### config.mk
export PLATFORM = sky130hd
export DESIGN_NAME = mem_test_fail_log
export DESIGN_NICKNAME = d
export VERILOG_FILES = /design/src/rtl/mem_test_fail_log.sv
export SDC_FILE = /design/constraint.sdc
export NUM_CORES = 1
export LEC_CHECK = 0
export CORE_AREA = 2 2 145 253
export DETAILED_ROUTE_END_ITERATION = 8
export DIE_AREA = 0 0 147 255
export SYNTH_ARGS = -nofsm -noshare
export SYNTH_HDL_FRONTEND = slang
export SYNTH_SLANG_ARGS = --single-unit
export TNS_END_PERCENT = 20
### constraint.sdc
create_clock -name clk -period 6.21 [get_ports clk]
set_input_delay 1.242 -clock clk [delete_from_list [all_inputs] [get_ports clk]]
set_output_delay 1.242 -clock clk [all_outputs]
set_load 0.01 [all_outputs]
### src/rtl/mem_test_fail_log.sv
// mem_test_fail_log: failure logger for the March-style RAM tester.
// Each failing read seen during a run is counted, with saturation, and its details
// (step, sub-phase, address, expected, actual) are pushed into a first-word-fall-through
// FIFO. A host drains the FIFO over a valid/ready port.
// Optional feature: define DROP_DUP_EN to suppress pushing a failure whose {addr,step}
// matches the last entry written during the current run (it is still counted).
module mem_test_fail_log #(
    parameter int AW    = 8,
    parameter int DW    = 8,
    parameter int DEPTH = 8,
    parameter int CW    = 16
) (
    input  logic                    clk,
    input  logic                    reset,
    input  logic                    start,
    input  logic                    fail_valid,
    input  logic [AW-1:0]           fail_addr,
    input  logic [2:0]              fail_step,
    input  logic [1:0]              fail_phase,
    input  logic [DW-1:0]           fail_exp,
    input  logic [DW-1:0]           fail_act,
    input  logic                    test_fin,
    output logic                    rd_valid,
    input  logic                    rd_ready,
    output logic [13+AW+2*DW-8-1:0] rd_data,
    output logic [$clog2(DEPTH):0]  fill,
    output logic [CW-1:0]           err_count,
    output logic                    overflow,
    output logic                    busy,
    output logic                    done,
    output logic                    pass
);

    localparam int PW = $clog2(DEPTH);
    localparam int EW = 13 + AW + 2 * DW - 8;
    localparam logic [PW:0] FULL_FILL = (PW + 1)'(DEPTH);

    typedef enum logic [1:0] {
        IDLE  = 2'd0,
        LOG   = 2'd1,
        DRAIN = 2'd2,
        DONE  = 2'd3
    } state_t;

    state_t state;
    state_t state_next;

    logic [EW-1:0] mem [DEPTH];
    logic [PW:0]   wr_cnt;
    logic [PW:0]   rd_cnt;
    logic [PW-1:0] wr_ptr;
    logic [PW-1:0] rd_ptr;
    logic          full;
    logic          fail_req;
    logic          is_dup;
    logic          push;
    logic          pop;
    logic          drop;
    logic [EW-1:0] entry;

    // Pointers are the low bits of free-running counters; the counter difference is the fill.
    assign wr_ptr = wr_cnt[PW-1:0];
    assign rd_ptr = rd_cnt[PW-1:0];
    assign fill   = wr_cnt - rd_cnt;
    assign full   = (fill == FULL_FILL);

    assign rd_valid = (fill != '0);
    assign rd_data  = rd_valid ? mem[rd_ptr] : '0;

    assign entry = {fail_step, fail_phase, fail_addr, fail_exp, fail_act};

    // A restart discards anything arriving in the same cycle, so start masks the request.
    assign fail_req = (state == LOG) && fail_valid && !start;
    assign pop      = rd_valid && rd_ready && !start;
    assign push     = fail_req && !is_dup && (!full || pop);
    assign drop     = fail_req && !is_dup && full && !pop;

`ifdef DROP_DUP_EN
    logic [AW-1:0] last_addr;
    logic [2:0]    last_step;
    logic          last_valid;

    assign is_dup = last_valid && (last_addr == fail_addr) && (last_step == fail_step);

    // Remember the key of the most recently written entry of this run.
    always_ff @(posedge clk or negedge reset) begin
        if (!reset) begin
            last_addr  <= '0;
            last_step  <= '0;
            last_valid <= 1'b0;
        end else if (start) begin
            last_addr  <= '0;
            last_step  <= '0;
            last_valid <= 1'b0;
        end else if (push) begin
            last_addr  <= fail_addr;
            last_step  <= fail_step;
            last_valid <= 1'b1;
        end
    end
`else
    assign is_dup = 1'b0;
`endif

    // FIFO storage; contents are only visible through rd_data while rd_valid is high.
    always_ff @(posedge clk) begin
        if (push) begin
            mem[wr_ptr] <= entry;
        end
    end

    // FIFO occupancy counters, cleared at every new run.
    always_ff @(posedge clk or negedge reset) begin
        if (!reset) begin
            wr_cnt <= '0;
            rd_cnt <= '0;
        end else if (start) begin
            wr_cnt <= '0;
            rd_cnt <= '0;
        end else begin
            if (push) begin
                wr_cnt <= wr_cnt + 1'b1;
            end
            if (pop) begin
                rd_cnt <= rd_cnt + 1'b1;
            end
        end
    end

    // Saturating error count and sticky overflow flag for the current run.
    always_ff @(posedge clk or negedge reset) begin
        if (!reset) begin
            err_count <= '0;
            overflow  <= 1'b0;
        end else if (start) begin
            err_count <= '0;
            overflow  <= 1'b0;
        end else begin
            if (fail_req && (err_count != '1)) begin
                err_count <= err_count + 1'b1;
            end
            if (drop) begin
                overflow <= 1'b1;
            end
        end
    end

    // Run-control state register.
    always_ff @(posedge clk or negedge reset) begin
        if (!reset) begin
            state <= IDLE;
        end else begin
            state <= state_next;
        end
    end

    // Next-state and status decode.
    always_comb begin
        state_next = state;
        busy       = 1'b0;
        done       = 1'b0;
        pass       = 1'b0;
        case (state)
            IDLE: begin
                if (start) begin
                    state_next = LOG;
                end
            end
            LOG: begin
                busy = 1'b1;
                if (start) begin
                    state_next = LOG;
                end else if (test_fin) begin
                    state_next = DRAIN;
                end
            end
            DRAIN: begin
                busy = 1'b1;
                if (start) begin
                    state_next = LOG;
                end else if (fill == '0) begin
                    state_next = DONE;
                end
            end
            DONE: begin
                done = 1'b1;
                pass = (err_count == '0);
                if (start) begin
                    state_next = LOG;
                end
            end
            default: begin
                state_next = IDLE;
            end
        endcase
    end

endmodule

# ---- Word-level counts from Yosys, hierarchy flattened
# Memory sizes are Yosys's and may differ from the RTL's.
# Index checks and enable logic that the tools add are counted.
dict set report op_classes {
  n_addsub 4
  n_eq_ne 8
  n_mux 20
  n_reduce_logical 23
}
# op n
set op_table {}
lappend op_table {{16-bit 2-to-1 mux} 2}
lappend op_table {{29-bit 2-to-1 mux} 1}
lappend op_table {{16-bit by 1-bit adder with 16-bit output (second input constant)} 1}
lappend op_table {{16-bit logical NOT} 1}
lappend op_table {{4-bit 2-to-1 mux} 4}
lappend op_table {{16-bit != test (second input constant)} 1}
lappend op_table {{2-bit 2-to-1 mux} 5}
lappend op_table {{4-bit by 1-bit adder with 4-bit output (second input constant)} 2}
lappend op_table {{1-bit logical AND} 8}
lappend op_table {{2-bit nonzero test} 4}
lappend op_table {{1-bit 2-to-1 mux} 7}
lappend op_table {{3-bit != test (second input constant)} 2}
lappend op_table {{2-bit one-hot mux with 3 select lines} 1}
lappend op_table {{2-bit == test (second input constant)} 2}
lappend op_table {{4-bit == test (second input constant)} 1}
lappend op_table {{4-bit logical NOT} 1}
lappend op_table {{4-bit nonzero test} 1}
lappend op_table {{2-bit OR reduction} 2}
lappend op_table {{4-bit subtractor} 1}
lappend op_table {{1-bit logical NOT} 3}
lappend op_table {{3-bit AND reduction} 1}
lappend op_table {{2-bit by 1-bit == test with 1-bit output (second input constant)} 1}
lappend op_table {{2-bit logical NOT} 1}
lappend op_table {{2-bit by 1-bit != test with 1-bit output (second input constant)} 1}
lappend op_table {{1-bit logical OR} 1}
dict set report word_totals {
  regBits 27
  ramBits 232
  out_inout_bits 54
  word_cells 61
  memories 1
}
# memory depth width rd rd_ports_with_merged_regs wr line
set memory_table {}
lappend memory_table {mem 8 29 1 0 1 48} ;# logic [EW-1:0] mem [DEPTH];

# ---- Logic depth before layout (Yosys ltp)
dict set report depth {
  word_depth 8
  mapped_depth 11
}

# ---- Least setup slack after synthesis
# OpenSTA, ideal clock, no wires.
dict set report synth_timing {
  path_kind {reg-to-reg}
  startpoint {register rd_cnt[1]}
  endpoint {memory mem[1][0] (netlist name), enable pin}
  t_arrival_ns 4.917
  required_ns 5.722
  setup_slack_ns 0.805
  stages_incl_launch_ff 9
  n_path_buf 2
  synth_period_minus_slack_ns 5.405
  cell_sequence {dfrtp_1 -> clkbuf_1 -> clkbuf_1 -> inv_1 -> fa_1 -> xor2_1 -> a2111oi_2 -> a31o_2 -> nor4_1}
}
dict set report synth_between {
  elab_chain_cells 8
  word_cells_on_any_way 10
  classes_between {add/sub (1); eq/ne (1); mux (2); reduce/logical (6)}
}
# item line
set synth_lines {}
lappend synth_lines {{start, declared} 50} ;# logic [PW:0] rd_cnt;
lappend synth_lines {{start signal, assigned} 125} ;# rd_cnt <= rd_cnt + 1'b1;
lappend synth_lines {{4-bit subtractor *} 64} ;# assign fill = wr_cnt - rd_cnt;
lappend synth_lines {{via fill[2]} 26} ;# output logic [$clog2(DEPTH):0] fill,
lappend synth_lines {{4-bit nonzero test} 67} ;# assign rd_valid = (fill != '0);
lappend synth_lines {{1-bit logical AND (2 in a row)} 74} ;# assign pop = rd_valid && rd_ready && !start;
lappend synth_lines {{1-bit logical OR *} 75} ;# assign push = fail_req && !is_dup && (!full || pop);
lappend synth_lines {{1-bit logical AND *} 75}
lappend synth_lines {{1-bit 2-to-1 mux *} 107} ;# if (push) begin
lappend synth_lines {{1-bit 2-to-1 mux (implied by the code) *} 108} ;# mem[wr_ptr] <= entry;
lappend synth_lines {{end, declared} 48}
# Mark *: on every way through the listed nets, which the timed path passes. The rest lies on a longest branch.

# ---- Final worst setup path
dict set report layout_timing {
  startpoint {register rd_cnt[0]}
  endpoint {output port rd_valid}
}
dict set report layout_between {
  elab_chain_cells 2
}
# item line
set layout_lines {}
lappend layout_lines {{4-bit subtractor} 64}
lappend layout_lines {{4-bit nonzero test} 67}
lappend layout_lines {{end, declared} 23} ;# output logic rd_valid,
# No other way between the ends.

==> flow_summary_export.csv <==
group,metric,value,unit
logic_synthesis,ys_async_sr_fraction,10.4,%
clocking,cts_buffers,24,
placement,place_congestion,0.827,
logic_synthesis,synth_area_leader_cell,"edfxtp_1",
global_route,track_usage,12.2,%
clocking,cts_tree,"built",
logic_synthesis,ys_seq_elements,259,
logic_synthesis,synth_ff_type,"edfxtp_1",
placement,dp_hpwl,13700,microns
clocking,cts_sinks,259,
global_route,grt_pass1_wl,35100,microns
layout,syn_to_final_growth,22.0,%
layout,drive_above_1_share,17.5,%
clocking,clock_latency,530,ps
setup_path,required,4970,ps
detailed_routing,viasPerCell,4.78,
layout,nets,737,
clocking,post_cts_resized,0,
detailed_routing,wl_per_cell,19.4,microns
setup_path,path_max_fanout,23,
placement,io_buffers,88,
clocking,htree_levels,1,
clocking,clk_pin_slew,70,ps
timing,worstMarginPinSlew,952,ps
floorplan,die_x,147,microns
power,combPwrFrac,29.0,%
floorplan,die_area,37500,sq um
detailed_routing,routed_wl,22900,microns
layout,diodes,0,
logic_synthesis,synth.yosys.seq_area_share,72.8,%
floorplan,core-area,35700,sq um
timing,setup_tns,0,ps
layout,fin_cells,1179,
power,p_sw,0.00143,W
logic_synthesis,synth.area.top_cells,"edfxtp_1, mux4_2, dfrtp_1",
floorplan,ios,89,
logic_synthesis,syn_area,10500,sq um
power,power_frac_seq,40.5,%
timing,skew,10.7,ps
timing,worst_slack,1000,ps
setup_path,critPathLaunchType,"flip-flop",
floorplan,rows,92,
power,p_leak,4.15,nW
detailed_routing,antenna_left,0,
clocking,clockRootBuffer,"clkbuf_16",
power,power.share.clock,30.5,%
setup_path,critical_path_class,"reg -> out",
setup_path,reg2reg_slack,2690,ps
timing,fmax,0.192,GHz
power,max-vdd-ir-drop,205,uV
logic_synthesis,synth_edf_count,232,
setup_path,worstRegToRegCells,7,
setup_path,timing.rr.end,"mem[6][19]",
global_route,grt-ovfl-total,0,
hold_path,hold_end,"overflow",
setup_path,arrival,3970,ps
setup_path,reg2reg_from,"rd_cnt[0]",
logic_synthesis,synth_top_area_share,66.4,%
logic_synthesis,syn_nets,637,
layout,fillerInstances,3392,
flow_run,maxCapViolCount,0,
detailed_routing,vias,5632,
timing,final_max_slew_viol_count,0,
hold_path,min_from,"overflow",
timing,hold_viol,0,
logic_synthesis,synthMostInstantiatedCell,"edfxtp_1",
logic_synthesis,syn_inst,591,
floorplan,die_h,255,microns
setup_path,cp-end-kind,"output port",
outcome,outcome,"complete, no violations",
clocking,holdBufCountCts,0,
detailed_routing,drtIter0Drc,355,
global_route,grt_start_max_net_pins,62,
global_route,grt_pass1_vias,6011,
power,netSwitchingFraction,28.7,%
clocking,cts_setup_buffers,0,
global_route,grt_antenna_before_repair,2,
logic_synthesis,postSynthAreaPerCell,17.8,sq um
placement,pre_cts_ws,1470,ps
timing,hold_slack,521,ps
detailed_routing,drc,0,
timing,relSlewSlack,36.6,%
logic_synthesis,synth_top_cells_by_count,"edfxtp_1, nand2_1, mux4_2",
clocking,clockBufferDepth,3,
placement,placedCellCount,1135,
setup_path,critPathLaunch,"rd_cnt[0]",
logic_synthesis,synth_warnings,0,
power,power_density,389,nW/um^2
hold_path,holdPathStages,1,
timing,setup_violations,0,
power,cellInternalPower,0.00355,W
hold_path,hold_class,"reg -> reg",
timing,fin_crit_sh,83.9,%
logic_synthesis,synth_cell_types,47,
floorplan,start_util,29.4,%
detailed_routing,first_pass_iters,4,
timing,finalCriticalPeriod,5210,ps
timing,rsz0062_at_grt,"no",
worst max-delay path, cell delays in order (launching register included):
cell and delay, ps:
dfrtp_4 730, ha_1 260, inv_1 60, fa_1 370, xor2_1 190, nor3_1 150
a21boi_4 700, buf_4 380, inv_1 100, clkdlybuf4s50_1 490
routing by layer:
layer | track usage (%) | wire [microns] | vias to the layer above
li1 | - | - | 2525
met1 | 13.6 | 8640 | 2951
met2 | 23.4 | 12700 | 116
met3 | 2.09 | 1000 | 36
met4 | 4.37 | 497 | 4
met5 | 0 | 26 | -
placed cells by master (no fill, tap or decap), types with 3 or more instances in the layout:
master             n
o21ai_0            6
xnor2_1            5
mux2i_1            6
nand4_1            5
mux4_2            58
dfrtp_1           25
edfxtp_1         232
inv_1             18
nand2_1           72
and3_1             4
or3_1              3
and4_1             5
o211ai_1           3
nor3_2             3
clkinv_4           4
ha_1              10
xor2_1             9
clkdlybuf4s50_1   88
bufinv_16          3
a21oi_1           33
nor2_1            18
clkbuf_16         25
nand3_1            9
buf_4             14
clkbuf_1           3
clkinv_1           4
per-stage QoR:
step	area [sq um]	power, W	utilization, %
after floorplan	10500	0.00283	-
after global placement	12000	0.00352	33.6
after detailed placement	12000	0.00353	33.6
after CTS	12800	0.00507	35.9
after global routing	12800	0.00521	35.9
final	12800	0.00498	35.9
layout make-up:
type	instances	area [sq um]	area share, %
Sequential cell	259	7650	59.7
Timing Repair Buffer	102	986	7.70
Inverter	18	67.6	0.527
Multi-Input combinational cell	286	2710	21.1
Clock inverter	16	180	1.41
Tap cell	470	588	4.59
Clock buffer	28	637	4.97
power by group through the flow:
stage	Sequential, W	Clock [W]	Combinational, W
3_5_place_dp	0.00206	0	0.00148
6_report	0.00202	0.00152	0.00144
3_3_place_gp	0.00206	0	0.00147
2_1_floorplan	0.00203	0	0.000809
5_1_grt	0.00203	0.00162	0.00156
4_1_cts	0.00202	0.00156	0.00148
worst max path at each step:
stage / slack, ps / end / cells after the start
finish: 1000 / rd_valid / 9
global route: 730 / rd_valid / 9
CTS: 900 / rd_valid / 9
detailed placement: 1470 / rd_valid / 9
global placement: 1530 / rd_valid / 9
floorplan: 800 / mem[1][0] / 8
state kept, by name (all words and copies together) (netlist names):
signal,flops
wr_cnt,4
err_count,16
rd_cnt,4
state,2
overflow,1
mem,232
cell families (layout without fill, tap and decap cells):
| kind of cell | Yosys count | after routing | share of synthesized area [%] |
|---|---|---|---|
| AOI/OAI and AO/OA | 61 | 61 | 3.77 |
| xor gates and xnor gates | 14 | 14 | 1.17 |
| adders and majority gates | 11 | 11 | 1.38 |
| buffers and inverters | 46 | 164 | 1.79 |
| DFF | 259 | 259 | 72.8 |
| muxes | 64 | 64 | 13.0 |
| and+or+nand+nor | 136 | 136 | 6.09 |
(Power assumes the default switching activity.)
